[src/rtl/cart_mem_req.sv]
// Turns mapper-qualified CPU reads/writes into single SDRAM requests, stalling the Z80 until ack or timeout.
// Optional one-entry read cache when CART_MEM_CACHE_EN is defined.
module cart_mem_req #(
  parameter int TIMEOUT = 255
) (
  input  logic        clk,
  input  logic        reset,
  input  logic        rd,
  input  logic        wr,
  input  logic [24:0] mem_addr,
  input  logic        mem_oe,
  input  logic        mem_we,
  input  logic [7:0]  d_from_cpu,
  output logic [7:0]  d_to_cpu,
  output logic        wait_n,
  output logic        sdram_req,
  output logic        sdram_we,
  output logic [24:0] sdram_addr,
  output logic [7:0]  sdram_din,
  input  logic        sdram_ack,
  input  logic [7:0]  sdram_dout,
  output logic        timeout_err
);

  typedef enum logic [1:0] {IDLE, REQ, HOLD} state_t;

  // Counter holds the number of REQ cycles already completed, so the last allowed cycle is TIMEOUT-1.
  localparam logic [7:0] TO_LAST = 8'(TIMEOUT - 1);

  state_t      state, state_nxt;
  logic        rd_q, wr_q;
  logic        rd_start, wr_start, start;
  logic        is_wr;
  logic        hit;
  logic        to_hit;
  logic [7:0]  cnt;

  assign rd_start = rd & mem_oe & ~rd_q;
  assign wr_start = wr & mem_we & ~wr_q;
  assign start    = rd_start | wr_start;
  assign to_hit   = (cnt == TO_LAST);

`ifdef CART_MEM_CACHE_EN
  logic        c_valid;
  logic [24:0] c_tag;
  logic [7:0]  c_data;

  assign hit = rd_start & ~wr_start & c_valid & (c_tag == mem_addr);

  always_ff @(posedge clk or posedge reset) begin
    if (reset) begin
      c_valid <= 1'b0;
      c_tag   <= '0;
      c_data  <= '0;
    end else if (state == REQ) begin
      if (sdram_ack) begin
        if (!is_wr) begin
          c_valid <= 1'b1;
          c_tag   <= sdram_addr;
          c_data  <= sdram_dout;
        end else if (c_valid && c_tag == sdram_addr) begin
          c_data  <= sdram_din;
        end
      end else if (to_hit) begin
        c_valid <= 1'b0;
      end
    end
  end
`else
  assign hit = 1'b0;
`endif

  always_ff @(posedge clk or posedge reset) begin
    if (reset) state <= IDLE;
    else       state <= state_nxt;
  end

  always_comb begin
    state_nxt = state;
    case (state)
      IDLE: if (start) state_nxt = hit ? HOLD : REQ;
      REQ:  if (sdram_ack || to_hit) state_nxt = HOLD;
      HOLD: if (is_wr ? (!wr && !wr_q) : (!rd && !rd_q)) state_nxt = IDLE;
      default: state_nxt = IDLE;
    endcase
  end

  always_comb begin
    wait_n = ~(((state == IDLE) & start & ~hit) | (state == REQ));
  end

  always_ff @(posedge clk or posedge reset) begin
    if (reset) begin
      rd_q        <= 1'b0;
      wr_q        <= 1'b0;
      sdram_req   <= 1'b0;
      sdram_we    <= 1'b0;
      sdram_addr  <= '0;
      sdram_din   <= '0;
      is_wr       <= 1'b0;
      cnt         <= '0;
      d_to_cpu    <= 8'hFF;
      timeout_err <= 1'b0;
    end else begin
      rd_q      <= rd;
      wr_q      <= wr;
      sdram_req <= (state_nxt == REQ);
      cnt       <= (state == REQ) ? cnt + 8'd1 : 8'd0;
      if (state == IDLE && start) begin
        sdram_addr <= mem_addr;
        sdram_din  <= d_from_cpu;
        sdram_we   <= wr_start;
        is_wr      <= wr_start;
      end
`ifdef CART_MEM_CACHE_EN
      if (state == IDLE && hit) d_to_cpu <= c_data;
`endif
      if (state == REQ) begin
        if (sdram_ack) begin
          if (!is_wr) d_to_cpu <= sdram_dout;
        end else if (to_hit) begin
          d_to_cpu    <= 8'hFF;
          timeout_err <= 1'b1;
        end
      end
    end
  end

endmodule

[config.mk]
export PLATFORM = sky130hd
export DESIGN_NAME = cart_mem_req
export DESIGN_NICKNAME = d
export VERILOG_FILES = /design/src/rtl/cart_mem_req.sv
export SDC_FILE = /design/constraint.sdc
export NUM_CORES = 1
export LEC_CHECK = 0
export CORE_MARGIN = 10
export CORE_UTILIZATION = 46
export CTS_CLUSTER_DIAMETER = 80
export DETAILED_ROUTE_END_ITERATION = 8
export PLACE_DENSITY_LB_ADDON = 0.05
export SLEW_MARGIN = 20
export SYNTH_ARGS = -nofsm -noshare
export SYNTH_HDL_FRONTEND = slang
export SYNTH_SLANG_ARGS = --single-unit
[constraint.sdc]
create_clock -name clk -period 3 [get_ports clk]
set_input_delay 0.6 -clock clk [delete_from_list [all_inputs] [get_ports clk]]
set_output_delay 0.6 -clock clk [all_outputs]
set_load 0.02 [all_outputs]
# Word-level counts from Yosys, hierarchy flattened
# Cells that the tools add are included.
word_totals:
  reg_bits: 56
  input_bits: 48
  out_inout_bits: 45
  elab_cells: 48
classes:
  add_sub_neg: 1
  eq_ne: 5
  muxes: 9
  bitwise: 11
  reduce_logical: 12
ops:
  columns: ["operator", "n"]
  rows:
  - ["8-bit 2-to-1 mux", 4]
  - ["8-bit by 1-bit adder with 8-bit output (second input constant)", 1]
  - ["8-bit equality test (second input constant)", 1]
  - ["2-bit 2-to-1 mux", 3]
  - ["2-bit case mux with 3 select lines", 1]
  - ["3-bit AND reduction", 2]
  - ["1-bit bitwise AND", 5]
  - ["2-bit by 1-bit equality test with 1-bit output (second input constant)", 2]
  - ["1-bit zero test", 4]
  - ["1-bit NOT", 4]
  - ["1-bit logical AND", 3]
  - ["2-bit equality test (second input constant)", 1]
  - ["2-bit zero test", 1]
  - ["2-bit != test (second input constant)", 1]
  - ["1-bit OR", 2]
  - ["2-bit nonzero test", 1]
  - ["1-bit logical OR", 1]
  - ["1-bit 2-to-1 mux", 1]

# Depth between registers and ports, before layout
logic_depth:
  ltp_word: 6
  depth_mapped: 5
  ltp_nobuf: 5

# Worst setup path before layout
# Ideal clock, no wire load.
synth_path:
  path_kind: "register to output"
  startpoint: "register state[1]"
  endpoint: "output port wait_n"
  arrival_ps: 1195
  required_time_ps: 2400
  path_slack_ps: 1205
  path_stages_with_launch: 4
  n_path_buf: 1
  cell_sequence: "dfrtp_1 nand2b_1 clkbuf_1 and3_1"
synth_via:
  elab_chain_cells: 4
  word_cells_on_any_way: 5
  cone_classes: "eq/ne (1); bitwise (3); reduce/logical (1)"
synth_lines:
  columns: ["item", "line", "text"]
  rows:
  - ["from (decl)", "30", "state_t state, state_nxt;"]
  - ["from (signal assigned)", "75", "else state <= state_nxt;"]
  - ["2-bit zero test", "89", "wait_n = ~(((state == IDLE) & start & ~hit) | (state == REQ));"]
  - ["1-bit bitwise AND", "89", null]
  - ["1-bit OR *", "89", null]
  - ["1-bit NOT *", "89", null]
  - ["to (decl)", "15", "output logic wait_n,"]
# Every way passes the cells marked *; elsewhere a longest branch is shown, timed or not.

# Worst setup path after layout
layout_path:
  startpoint: "input port wr"
  endpoint: "output port wait_n"
layout_via:
  elab_chain_cells: 6
layout_lines:
  columns: ["item", "line", "text"]
  rows:
  - ["from (decl)", "9", "input logic wr,"]
  - ["1-bit bitwise AND (2 in a row)", "39", "assign wr_start = wr & mem_we & ~wr_q;"]
  - ["1-bit OR", "40", "assign start = rd_start | wr_start;"]
  - ["1-bit bitwise AND", "89", null]
  - ["1-bit OR", "89", null]
  - ["1-bit NOT", "89", null]
# Every way passes these cells.

==> flow_summary.ini <==
[global_route]
first_global_vias = 1737
grt_use_total_pct = 13.7
grt_start_max_net_pins = 36
antenna_found_initial = 0
grt_overflow = 0
grt_pass1_wl_microns = 9140

[worst_setup_path]
path_max_fanout = 4
crit_path_end_kind = output pin
cp_cell_sequence = clkdlybuf4s50_1 > nand4bb_1 > and3_1 > clkdlybuf4s50_1
reg2reg_slack_ns = 1.32
worst_r2r_path_depth = 4
path_common_cell = clkdlybuf4s50_1
critPathSlowestCell = clkdlybuf4s50_1
critPathLaunchType = primary input
arrival_ns = 2.09
worst-setup-path-type = in2out
r2r_end = sdram_addr[11]
cp_slowest_stage_delay_ns = 0.53
reg2reg_from = state[1]
required_ns = 2.40

[cts]
cts_resized = 0
clk-insertion-delay-late_ns = 0.30
h-tree-depth = 2
cts.path.max_buffers = 2
cts_buffers = 5
clkSinkCount = 56
cts_tree = yes
cts-hold-fix-buffers = 0
cts.reportedPaths.clkPinSlew_ns = 0.09
postCtsSetupBuffers = 0
root_buffer = clkbuf_8

[timing]
slew_headroom_pct = 62.0
fmax_mhz = 371
rsz0062_at_grt = false
worst_slew_pin_slew_ns = 0.570
final.setup.tns_ns = 0
post-route-period-util_pct = 89.8
final_max_slew_viol_count = 0
final.min_clock_period_ns = 2.69
setup_violations = 0
hold_viol_final = 0
finClkSkew_ns = 0.00677
setup_ws_ns = 0.305

[synthesis]
syn_area_sq_mm = 0.00227
ys_seq_elements = 56
ys_types = 28
syn-instance-count = 164
syn_avg_cell_area_sq_um = 13.9
yosysWarnings = 0
synth-seq-area-share_pct = 62.1
syn-num-nets = 214

[finish]
instances_no_fill = 330
area_growth_pct = 50.7
num-nets-final = 312
layout-drive-gt1-share_pct = 12.9
diodes = 0
post-route-util_pct = 72.0

[placement]
routabilityCongestion = 0.774
placedCellCount = 322
place_ws_ns = 0.298
dpl.hpwl_microns = 4300
port_buffers = 92

[drt]
drc_errors = 0
wl_per_cell_microns = 16.8
vias = 1623
viasPerCell = 4.92
drt_iter0_markers = 81
dr.pass1.iters = 4
ant_nets = 0
wirelength_microns = 5530

[power]
p_per_area_mw_per_mm2 = 906
seqPwrFrac_pct = 39.0
power_frac_clock_pct = 15.4
switching_share_pct = 34.2
peakVddDrop_mv = 0.543
p_switching_uw = 1060
p_leak_uw = 0.00141
total_power_uw = 3100
p_comb_share_pct = 45.6
p_int_uw = 2040

[die]
start_util_pct = 47.8
die_area_sq_mm = 0.00815
die_w_microns = 90.3
num_rows = 25
die_h_microns = 90.3
coreArea_sq_mm = 0.00475
io_pins = 93

[min_path]
hold_path_class = reg2reg
min_to = timeout_err
worstHoldStart = timeout_err
worst_hold_path.num_cells = 2

[job]
maxCapViolCount = 0

[status]
status = finished clean
## layout by cell type, fill, tap and decap left out
master,n
inv_1,3
dfrtp_1,48
xnor2_1,1
bufinv_16,1
clkbuf_8,5
o21bai_1,3
nand3_1,4
or3_1,3
a21oi_4,1
o31ai_1,3
nor2_1,9
nand4_1,1
nor2b_1,1
nand2b_1,12
mux2_1,28
and3_1,1
buf_4,2
nand4bb_1,2
nor3_1,1
a21oi_1,3
a21o_1,1
a2111oi_0,1
ha_1,2
clkdlybuf4s50_1,92
o21ai_0,4
xor2_1,2
nand2_1,3
o221a_2,8
buf_12,2
mux2_2,5
inv_2,1
dfstp_2,8
clkinv_2,1
clkbuf_1,1
## routing by layer
layer  track usage (%)  part of all wire (%)  up-vias
met2              22.3                    49       51
met3              5.24                   6.5        2
met4              3.58                  0.52        0
met1              16.5                    44      789
met5                 0                     0        -
li1                  -                     -      781
## sequential cells by signal, indices dropped and copies added (netlist names)
signal / flops
timeout_err: 1
state: 2
wr_q: 1
d_to_cpu: 8
rd_q: 1
sdram_req: 1
sdram_din: 8
is_wr: 1
sdram_addr: 25
cnt: 8
## how the worst max path moves through the flow
| stage | start | slack (ns) | cells after the start | end |
|---|---|---|---|---|
| detailed placement | wr | 0.30 | 4 | wait_n |
| finish | wr | 0.31 | 4 | wait_n |
| global placement | wr | 0.35 | 4 | wait_n |
| floorplan | reset | 1.04 | 1 | cnt[0] |
| CTS | wr | 0.30 | 4 | wait_n |
| global route | wr | 0.25 | 4 | wait_n |
## synth_stat cells (all sizes together)
master | n | area, sq um
a2111oi | 1 | 8.76
a21o | 1 | 7.51
a21oi | 4 | 23.8
and3 | 1 | 6.26
buf | 3 | 15.0
clkbuf | 2 | 7.51
dfrtp | 48 | 1200
dfstp | 8 | 210
ha | 2 | 25.0
inv | 4 | 15.0
mux2 | 33 | 372
nand2 | 3 | 11.3
nand2b | 12 | 75.1
nand3 | 4 | 20.0
nand4 | 1 | 6.26
nand4bb | 2 | 22.5
nor2 | 9 | 33.8
nor2b | 1 | 6.26
nor3 | 1 | 5.00
o21ai | 4 | 20.0
o21bai | 3 | 22.5
o221a | 8 | 90.1
o31ai | 3 | 22.5
or3 | 3 | 18.8
xnor2 | 1 | 8.76
xor2 | 2 | 17.5
## cells by family (layout without fill, tap and decap cells)
family | after synthesis | in the layout | share of synthesized area, %
simple gates | 37 | 37 | 9.03
compound gates | 24 | 24 | 8.59
xor+xnor | 3 | 3 | 1.16
fa+ha+maj | 2 | 2 | 1.10
buf+inv | 9 | 108 | 1.65
flops | 56 | 56 | 62.1
mux | 33 | 33 | 16.4
## power by group through the flow
| stage | Sequential, uW | Clock (uW) | Combinational, uW |
|---|---|---|---|
| 3_5_place_dp | 1220 | 0 | 1440 |
| 4_1_cts | 1210 | 492 | 1440 |
| 3_3_place_gp | 1210 | 0 | 1420 |
| 5_1_grt | 1250 | 517 | 1520 |
| 2_1_floorplan | 1540 | 0 | 365 |
| 6_report | 1210 | 478 | 1410 |
## per-stage QoR
step	instance area (sq um)	hold slack (ns)
after CTS	3420	0.475
after global placement	3320	0.450
after global routing	3420	0.513
final	3420	0.473
after detailed placement	3320	0.453
after floorplan	2270	0.446
## layout make-up
| type | instances | area, sq um |
|---|---|---|
| Fill cell | 371 | 1330 |
| Timing Repair Buffer | 96 | 976 |
| Sequential cell | 56 | 1410 |
| Clock buffer | 6 | 72.6 |
| Clock inverter | 2 | 35.0 |
| Tap cell | 67 | 83.8 |
| Multi-Input combinational cell | 99 | 831 |
| Inverter | 4 | 15.0 |
## worst max-delay path, delay by kind of cell
kind          cells  cell delay [ns]
buf+inv           2             1.06
simple gates      2             0.43
No activity file was read; power rests on OpenSTA's default activity.
